File: src/rtl/ddr_req_queue_if.sv
// rtl/ddr_req_queue_if.sv - host request channel into the DDR request queue
interface ddr_req_queue_if;
  logic        host_valid;
  logic        host_rw;
  logic [31:0] host_addr;
  logic [63:0] host_data;
  logic        host_ready;

  modport master (
    output host_valid, host_rw, host_addr, host_data,
    input  host_ready
  );

  modport slave (
    input  host_valid, host_rw, host_addr, host_data,
    output host_ready
  );
endinterface

File: src/rtl/ddr_req_queue.sv
// rtl/ddr_req_queue.sv - FIFO of host DDR requests issued one at a time via an IDLE/ISSUE/WAIT handshake
// Optional macro DDR_REQ_QUEUE_STATS_EN adds saturating wr_issued/rd_issued counters.
module ddr_req_queue #(
  parameter int DEPTH   = 8,
  parameter int TIMEOUT = 15
) (
  input  logic                   clock,
  input  logic                   reset,
  ddr_req_queue_if.slave         host,
  input  logic                   next_cmd,
  output logic                   act_cmd,
  output logic                   cmd_rw,
  output logic [31:0]            cmd_addr,
  output logic [63:0]            cmd_data,
  output logic [$clog2(DEPTH):0] q_count,
  output logic                   q_full,
  output logic                   q_empty,
  output logic                   issue_err
`ifdef DDR_REQ_QUEUE_STATS_EN
  ,
  output logic [15:0]            wr_issued,
  output logic [15:0]            rd_issued
`endif
);

  localparam int PW = $clog2(DEPTH);
  localparam int CW = PW + 1;
  localparam int TW = $clog2(TIMEOUT + 1);

  typedef enum logic [1:0] {IDLE, ISSUE, WAIT} state_e;

  state_e          state_q, state_d;
  logic [PW-1:0]   wr_ptr_q, wr_ptr_d;
  logic [PW-1:0]   rd_ptr_q, rd_ptr_d;
  logic [CW-1:0]   count_q, count_d;
  logic [TW-1:0]   timer_q, timer_d;
  logic            issue_err_q, issue_err_d;
  logic            cmd_rw_q, cmd_rw_d;
  logic [31:0]     cmd_addr_q, cmd_addr_d;
  logic [63:0]     cmd_data_q, cmd_data_d;
  logic [96:0]     mem_q [DEPTH];
  logic [96:0]     head;
  logic            full, empty, push, pop;

  assign full  = (count_q == CW'(DEPTH));
  assign empty = (count_q == '0);
  // Full blocks the push outright, even when a pop frees a slot this cycle.
  assign push  = host.host_valid && !full;
  assign head  = mem_q[rd_ptr_q];

  always_ff @(posedge clock) begin
    if (reset) begin
      state_q     <= IDLE;
      timer_q     <= '0;
      issue_err_q <= 1'b0;
    end else begin
      state_q     <= state_d;
      timer_q     <= timer_d;
      issue_err_q <= issue_err_d;
    end
  end

  always_comb begin
    state_d     = state_q;
    timer_d     = timer_q;
    issue_err_d = issue_err_q;
    pop         = 1'b0;
    case (state_q)
      IDLE: begin
        if (!empty && next_cmd) begin
          pop     = 1'b1;
          state_d = ISSUE;
        end
      end
      ISSUE: begin
        timer_d = '0;
        state_d = WAIT;
      end
      WAIT: begin
        if (!next_cmd) begin
          state_d = IDLE;
        end else begin
          timer_d = timer_q + TW'(1);
          if (timer_d == TW'(TIMEOUT)) begin
            issue_err_d = 1'b1;
            state_d     = IDLE;
          end
        end
      end
      default: state_d = IDLE;
    endcase
  end

  always_comb begin
    act_cmd         = (state_q == ISSUE);
    host.host_ready = !full;
    q_full          = full;
    q_empty         = empty;
    q_count         = count_q;
    issue_err       = issue_err_q;
    cmd_rw          = cmd_rw_q;
    cmd_addr        = cmd_addr_q;
    cmd_data        = cmd_data_q;
  end

  // Power-of-two depth lets the pointers wrap DEPTH-1 -> 0 by plain overflow.
  always_comb begin
    wr_ptr_d   = push ? wr_ptr_q + PW'(1) : wr_ptr_q;
    rd_ptr_d   = pop  ? rd_ptr_q + PW'(1) : rd_ptr_q;
    count_d    = count_q;
    if (push && !pop)
      count_d = count_q + CW'(1);
    else if (pop && !push)
      count_d = count_q - CW'(1);
    cmd_rw_d   = pop ? head[96]    : cmd_rw_q;
    cmd_addr_d = pop ? head[95:64] : cmd_addr_q;
    cmd_data_d = pop ? head[63:0]  : cmd_data_q;
  end

  always_ff @(posedge clock) begin
    if (reset) begin
      wr_ptr_q   <= '0;
      rd_ptr_q   <= '0;
      count_q    <= '0;
      cmd_rw_q   <= 1'b0;
      cmd_addr_q <= '0;
      cmd_data_q <= '0;
    end else begin
      wr_ptr_q   <= wr_ptr_d;
      rd_ptr_q   <= rd_ptr_d;
      count_q    <= count_d;
      cmd_rw_q   <= cmd_rw_d;
      cmd_addr_q <= cmd_addr_d;
      cmd_data_q <= cmd_data_d;
    end
  end

  always_ff @(posedge clock) begin
    if (push)
      mem_q[wr_ptr_q] <= {host.host_rw, host.host_addr, host.host_data};
  end

`ifdef DDR_REQ_QUEUE_STATS_EN
  logic [15:0] wr_issued_q, rd_issued_q;

  always_ff @(posedge clock) begin
    if (reset) begin
      wr_issued_q <= '0;
      rd_issued_q <= '0;
    end else if (act_cmd) begin
      if (cmd_rw_q && wr_issued_q != 16'hFFFF)
        wr_issued_q <= wr_issued_q + 16'd1;
      if (!cmd_rw_q && rd_issued_q != 16'hFFFF)
        rd_issued_q <= rd_issued_q + 16'd1;
    end
  end

  assign wr_issued = wr_issued_q;
  assign rd_issued = rd_issued_q;
`endif

endmodule

File: src/flat_wrapper.sv
// flat-port wrapper written by rule: the top's interface ports become plain ports
module ddr_req_queue_flat 
#(
  parameter int DEPTH   = 8,
  parameter int TIMEOUT = 15
)
  (clock, reset, next_cmd, act_cmd, cmd_rw, cmd_addr, cmd_data, q_count, q_full, q_empty, issue_err, host_host_valid, host_host_rw, host_host_addr, host_host_data, host_host_ready);
  ddr_req_queue_if host_i ();
  input  logic clock;
  input  logic reset;
  input  logic next_cmd;
  output logic act_cmd;
  output logic cmd_rw;
  output logic [31:0] cmd_addr;
  output logic [63:0] cmd_data;
  output logic [$clog2(DEPTH):0] q_count;
  output logic q_full;
  output logic q_empty;
  output logic issue_err;
  input wire logic [$bits(host_i.host_valid)-1:0] host_host_valid;
  input wire logic [$bits(host_i.host_rw)-1:0] host_host_rw;
  input wire logic [$bits(host_i.host_addr)-1:0] host_host_addr;
  input wire logic [$bits(host_i.host_data)-1:0] host_host_data;
  output wire logic [$bits(host_i.host_ready)-1:0] host_host_ready;
  assign host_i.host_valid = host_host_valid;
  assign host_i.host_rw = host_host_rw;
  assign host_i.host_addr = host_host_addr;
  assign host_i.host_data = host_host_data;
  assign host_host_ready = host_i.host_ready;
  ddr_req_queue #(.DEPTH(DEPTH), .TIMEOUT(TIMEOUT)) u_core (.clock(clock), .reset(reset), .host(host_i), .next_cmd(next_cmd), .act_cmd(act_cmd), .cmd_rw(cmd_rw), .cmd_addr(cmd_addr), .cmd_data(cmd_data), .q_count(q_count), .q_full(q_full), .q_empty(q_empty), .issue_err(issue_err));
endmodule
File: config.mk
export PLATFORM = sky130hd
export DESIGN_NAME = ddr_req_queue_flat
export DESIGN_NICKNAME = d
export VERILOG_FILES = /design/src/rtl/ddr_req_queue_if.sv /design/src/rtl/ddr_req_queue.sv /design/src/flat_wrapper.sv
export SDC_FILE = /design/constraint.sdc
export NUM_CORES = 1
export LEC_CHECK = 0
export CORE_MARGIN = 2
export CORE_UTILIZATION = 45
export CTS_BUF_LIST = sky130_fd_sc_hd__clkbuf_8
export DETAILED_ROUTE_END_ITERATION = 10
export GPL_TIMING_DRIVEN = 0
export MAX_ROUTING_LAYER = met4
export PLACE_DENSITY = 0.64
export SETUP_SLACK_MARGIN = 0.4
export SYNTH_ARGS = -nofsm -noshare
export SYNTH_HDL_FRONTEND = slang
export SYNTH_SLANG_ARGS = --single-unit
File: constraint.sdc
create_clock -name clock -period 27.9 [get_ports clock]
set_clock_uncertainty 0.2 [all_clocks]
set_input_delay 5.58 -clock clock [delete_from_list [all_inputs] [get_ports clock]]
set_output_delay 5.58 -clock clock [all_outputs]
set_load 0.01 [all_outputs]
==> impl_metrics.env, run 1 <==
export IMPL_setup_viol=0
export IMPL_grt_max_degree=26
export IMPL_rsz0062_at_grt="no"
export IMPL_max_freq_mhz=118
export IMPL_cts_sinks=890
export IMPL_pre_cts_slack_ns=19.06
export IMPL_cp_required_ns=22.12
export IMPL_final_nets=2077
export IMPL_cts_setup_buffers=0
export IMPL_ys_types=40
export IMPL_area_growth_pct=20.6
export IMPL_start_util=0.456
export IMPL_antenna_found_initial=11
export IMPL_netlist_instances=1568
export IMPL_fin_setup_tns_ns=0
export IMPL_dieArea_mm2=0.0749
export IMPL_cts_buffers=143
export IMPL_ys_flop_type="edfxtp_1"
export IMPL_ff2ff_path_depth=11
export IMPL_slew_violations=0
export IMPL_cts_root_buffer="clkbuf_8"
export IMPL_netlist_area_leader_share=0.712
export IMPL_cts_htree_levels=4
export IMPL_slew_headroom=0.299
export IMPL_num_fill_cells=5511
export IMPL_first_pass_iters=5
export IMPL_maxCapViolCount=0
export IMPL_die_w_um=274
export IMPL_regArea_mm2=0.0256
export IMPL_critPathKind="flop to primary output"
export IMPL_insertion_delay_ns=0.77
export IMPL_fin_hold_ws_ns=0.286
export IMPL_route_detailed_drc=0
export IMPL_final_common_cell="edfxtp_1"
export IMPL_synth_edf_count=776
export IMPL_syn_avg_cell_area_um2=20.9
export IMPL_min_path_type="flop to flop"
export IMPL_path_clk_slew_ns=0.05
export IMPL_die_h_um=274
export IMPL_synth_top_cells_by_area="edfxtp_1 71%, mux4_2 13%, dfxtp_1 7.0%"
export IMPL_pin_count=207
export IMPL_crit_path_end_kind="primary output"
export IMPL_reg2reg_slack_ns=24.21
export IMPL_worst_slack_ns=19.41
export IMPL_finalWirelength_um=74300
export IMPL_yosysSeqAreaShare=0.782
export IMPL_fin_crit_ns=8.49
export IMPL_worst_path_max_delay_cell="or4b_2"
export IMPL_start_kind="flop"
export IMPL_cp_slowest_stage_delay_ns=0.69
export IMPL_hold_violations=0
export IMPL_r2r_end="u_core.mem_q[0][28]"
export IMPL_rows=98
export IMPL_routedWlPerCell_um=24.4
export IMPL_synth_fp_nets=1677
export IMPL_grt_pass1_vias=17400
export IMPL_grt_use_total=0.209
export IMPL_min_period_over_period=0.304
export IMPL_dp_hpwl_um=46500
export IMPL_most_common_layout_cells="776 x edfxtp_1, 205 x clkdlybuf4s50_1, 194 x mux4_2, 153 x clkbuf_8, 114 x dfxtp_1"
export IMPL_globalRouteOverflowTotal=0
export IMPL_async_flop_share=0
export IMPL_place_congestion=0.732
export IMPL_viasPerCell=5.44
export IMPL_vias=16600
export IMPL_p_leak_nw=12.8
export IMPL_cts_tree="done"
export IMPL_netlist_top_cell_by_area="edfxtp_1"
export IMPL_syn_area_mm2=0.0327
export IMPL_io_buffers=205
export IMPL_core_mm2=0.0717
export IMPL_yosys_warnings=0
export IMPL_crit_fanout=6
export IMPL_synth_seq_cells=890
export IMPL_tightest_slew_ns=1.05
export IMPL_postCtsHoldBufs=0
export IMPL_grt_pass1_wl_um=110000
export IMPL_crit_chain="or4b_2 -> clkbuf_1 -> inv_1 -> clkdlybuf4s50_1"
export IMPL_detail_route_iter0_violations=1256
export IMPL_crit_end="q_full"
export IMPL_drive_gt1_frac=0.257
export IMPL_r2r_start="u_core.q_count[0]"
export IMPL_post_cts_resized=0
export IMPL_status="complete, no violations"
export IMPL_p_per_area_mw_per_mm2=85.9
export IMPL_cp_arrival_ns=2.71
export IMPL_postRouteAntennaNets=0
export IMPL_multi_input_area_mm2=0.00668
export IMPL_clock_path_buffers=3
export IMPL_cp_startpoint="u_core.q_count[0]"
export IMPL_max_vdd_ir_drop_mv=0.0492
[registers in the layout (all words and copies together), names as in the netlist, 2 cells and up]
signal and cells:
u_core.cmd_addr 32, u_core.cmd_data 64, u_core.mem_q 776, u_core.q_count 4, u_core.rd_ptr_q 3, u_core.state_q 2
u_core.timer_q 4, u_core.wr_ptr_q 3
[final cells by class]
class	count	share of cell area
inverters	11	0.00108
plain buffers	92	0.0121
well taps	950	0.0301
clock inverters	107	0.0126
diodes	11	0.000697
flip-flops and latches	890	0.648
multi-input cells	575	0.169
repair buffers	255	0.0729
clock buffers	153	0.0533
[cell usage after synthesis (all sizes together), types with 2 or more instances]
master  number
edfxtp     776
mux4       194
nor2       118
dfxtp      114
nor3       101
o22ai       98
buf         63
clkbuf      29
inv         10
nand2        9
nand3        8
ha           7
a21oi        6
xor2         4
a32oi        3
nand2b       3
nor2b        3
o21ai        3
xnor2        3
nand3b       2
o32ai        2
[per-stage QoR]
stage | area (µm²) | cells | power [mW] | utilization
after detailed placement | 36900 | 2773 | 2.42 | 0.514
after global routing | 39500 | 3044 | 3.55 | 0.550
after floorplan | 32700 | 1568 | 2.09 | -
final | 39500 | 3044 | 3.39 | 0.550
after global placement | 36000 | 2723 | 2.41 | 0.501
after CTS | 39500 | 3033 | 3.43 | 0.550
[worst max-delay path: cells and delay by family, from the launching register on]
kind,cells,cell delay (ns)
buffers and inverters,3,0.87
AND/OR/NAND/NOR,1,0.69
flip-flops,1,0.41
[report_power, final]
| group | internal [mW] | switching (mW) | total, mW |
|---|---|---|---|
| registers | 1.57 | 0.0564 | 1.63 |
| logic | 0.364 | 0.386 | 0.751 |
| clock network | 0.516 | 0.493 | 1.01 |
| total | 2.45 | 0.936 | 3.39 |
[worst min-delay path by stage]
| stage | depth (start not counted) | to | from | slack [ns] |
|---|---|---|---|---|
| floorplan | 2 | u_core.wr_ptr_q[0] | u_core.wr_ptr_q[0] | 0.26 |
| global placement | 2 | u_core.wr_ptr_q[0] | u_core.wr_ptr_q[0] | 0.27 |
| detailed placement | 2 | u_core.cmd_data[44] | u_core.cmd_data[44] | 0.28 |
| CTS | 2 | u_core.cmd_data[44] | u_core.cmd_data[44] | 0.29 |
| global route | 2 | u_core.cmd_data[13] | u_core.cmd_data[13] | 0.31 |
| finish | 2 | u_core.cmd_data[44] | u_core.cmd_data[44] | 0.29 |
[kinds of logic after synthesis]
group,synth area share
compound gates,0.0222
xor+xnor,0.00187
fa+ha+maj,0.00329
buf+inv,0.0159
flops,0.782
mux,0.134
simple gates,0.0409
[metal layers]
layer / vias up / GRT usage / share of wire
met5: - / - / 0
met4: 0 / 0.0661 / 0.019
met3: 123 / 0.0475 / 0.064
met2: 520 / 0.336 / 0.50
met1: 8648 / 0.265 / 0.42
li1: 7282 / - / -
No activity file was read; power rests on OpenSTA's default activity.
==> run 2, diff against run 1 <==
- PLACE_DENSITY: 0.64 -> 0.67
- clock period: 27.9 -> 7.14 ns (I/O delays scaled with it)
==> run 2 against run 1 <==
Against the previous run: via count hardly changed; power rose to 4.0 times the previous value; critical path depth unchanged; combinational power rose to 3.9 times the previous value; first-iteration DRC count decreased by 0.64%; sequential share of layout area decreased by 0.41 points.
==> impl_metrics.env, run 2 (synthesized netlist as in run 1, its figures left out) <==
export IMPL_pre_cts_slack_ns=2.41
export IMPL_setup_viol=0
export IMPL_grt_pass1_vias=17500
export IMPL_cts_buffers=143
export IMPL_grt_use_total=0.206
export IMPL_rows=98
export IMPL_start_kind="flop"
export IMPL_num_fill_cells=5464
export IMPL_cp_arrival_ns=2.71
export IMPL_drive_gt1_frac=0.258
export IMPL_regMostFlops="u_core.mem_q"
export IMPL_hold_violations=0
export IMPL_die_w_um=274
export IMPL_most_common_layout_cells="776 x edfxtp_1, 205 x clkdlybuf4s50_1, 194 x mux4_2, 159 x clkbuf_8, 114 x dfxtp_1"
export IMPL_stdcell_count=3042
export IMPL_worst_slack_ns=2.80
export IMPL_dieArea_mm2=0.0749
export IMPL_pin_count=207
export IMPL_cp_depth=4
export IMPL_rsz0062_at_grt="no"
export IMPL_clock_path_buffers=3
export IMPL_cts_root_buffer="clkbuf_8"
export IMPL_status="complete, no violations"
export IMPL_multi_input_area_mm2=0.00669
export IMPL_crit_chain="or4b_2 -> clkbuf_1 -> inv_1 -> clkdlybuf4s50_1"
export IMPL_fin_util=0.554
export IMPL_final_common_cell="edfxtp_1"
export IMPL_final_nets=2068
export IMPL_min_path_type="flop to flop"
export IMPL_detail_route_iter0_violations=1248
export IMPL_io_buffers=205
export IMPL_path_clk_slew_ns=0.06
export IMPL_first_pass_iters=5
export IMPL_max_freq_mhz=230
export IMPL_postCtsHoldBufs=0
export IMPL_globalRouteOverflowTotal=0
export IMPL_viasPerCell=5.45
export IMPL_antenna_found_initial=12
export IMPL_power_total_mw=13.5
export IMPL_worst_path_max_delay_cell="or4b_2"
export IMPL_grt_max_degree=25
export IMPL_p_per_area_mw_per_mm2=339
export IMPL_tightest_slew_ns=1.06
export IMPL_max_vdd_ir_drop_mv=0.208
export IMPL_maxCapViolCount=0
export IMPL_cts_tree="done"
export IMPL_cp_required_ns=5.51
export IMPL_crit_path_end_kind="primary output"
export IMPL_route_detailed_drc=0
export IMPL_post_cts_resized=0
export IMPL_dp_hpwl_um=46300
export IMPL_cp_top_family="buffers and inverters"
export IMPL_min_period_over_period=0.608
export IMPL_path_buf_inv=3
export IMPL_p_leak_nw=12.8
export IMPL_fin_crit_ns=4.34
export IMPL_die_h_um=274
export IMPL_slew_headroom=0.289
export IMPL_place_congestion=0.746
export IMPL_cts_sinks=890
export IMPL_cts_setup_buffers=0
export IMPL_regArea_mm2=0.0256
export IMPL_hold_path_depth=2
export IMPL_insertion_delay_ns=0.79
export IMPL_cp_slowest_stage_delay_ns=0.60
export IMPL_routedWlPerCell_um=24.3
export IMPL_dp_cells=2764
export IMPL_grt_pass1_wl_um=109000
export IMPL_critPathKind="flop to primary output"
export IMPL_core_mm2=0.0717
export IMPL_start_util=0.456
export IMPL_final_cell_area_mm2=0.0397
export IMPL_largest_reg_flops=776
export IMPL_vias=16600
export IMPL_ff2ff_path_depth=9
export IMPL_cts_htree_levels=4
export IMPL_area_growth_pct=21.4
export IMPL_place_area_mm2=0.0370
export IMPL_crit_fanout=6
export IMPL_postRouteAntennaNets=0
export IMPL_finalWirelength_um=73900
export IMPL_slew_violations=0
## run 2: cell count changes in the layout (fill, tap and decap cells not counted), sizes merged
| cell | before | now |
|---|---|---|
| buf | 113 | 104 |
| clkinvlp | 8 | 5 |
| bufinv | 1 | 3 |
| clkinv | 32 | 30 |
| inv | 77 | 79 |
| diode | 11 | 13 |
| clkbuf | 182 | 188 |
## run 2: worst reg2reg max path, stage by stage (launching register included)
cell and delay (ns):
dfxtp_1 0.49, or4b_2 0.18, clkbuf_1 0.33, nand2_1 0.19, or2_2 0.42, nor3_4 0.84
buf_16 0.24, buf_16 0.15, buf_8 0.18, buf_16 0.19
## run 2: area by class of cell
| cell class | instances | share of cell area |
|---|---|---|
| timing repair buffer | 246 | 0.0750 |
| antenna | 13 | 0.000819 |
| tap | 950 | 0.0299 |
| clock inverter | 106 | 0.0138 |
| inverter | 11 | 0.00107 |
| clock buffer | 159 | 0.0551 |
| sequential | 890 | 0.644 |
| buffer | 92 | 0.0120 |
| multi-input combinational | 575 | 0.168 |
## run 2: worst paths after layout
path                      startpoint                  end  slack (ns)
setup / recovery   u_core.q_count[3]               q_full        2.80
hold reg to reg   u_core.cmd_data[0]   u_core.cmd_data[0]        0.29
setup reg to reg   u_core.q_count[2]  u_core.mem_q[0][96]        3.44
hold / removal    u_core.cmd_data[0]   u_core.cmd_data[0]        0.29
## run 2: power breakdown
group / internal (mW) / switching, mW
sequential: 6.15 / 0.226
combinational: 1.45 / 1.50
clock: 2.16 / 1.96
## run 2: metal layers
layer	vias up	routed length, µm	global-route usage
met1	8694	30500	0.261
met2	506	37300	0.330
li1	7283	-	-
met5	-	0	-
met3	101	4950	0.0516
met4	0	1130	0.0623
## run 2: through the flow
| stage | setup TNS (ns) | hold slack [ns] |
|---|---|---|
| after floorplan | 0 | 0.262 |
| after global placement | -3149.37 | 0.270 |
| after detailed placement | 0 | 0.282 |
| after CTS | 0 | 0.293 |
| after global routing | 0 | 0.316 |
| final | 0 | 0.290 |
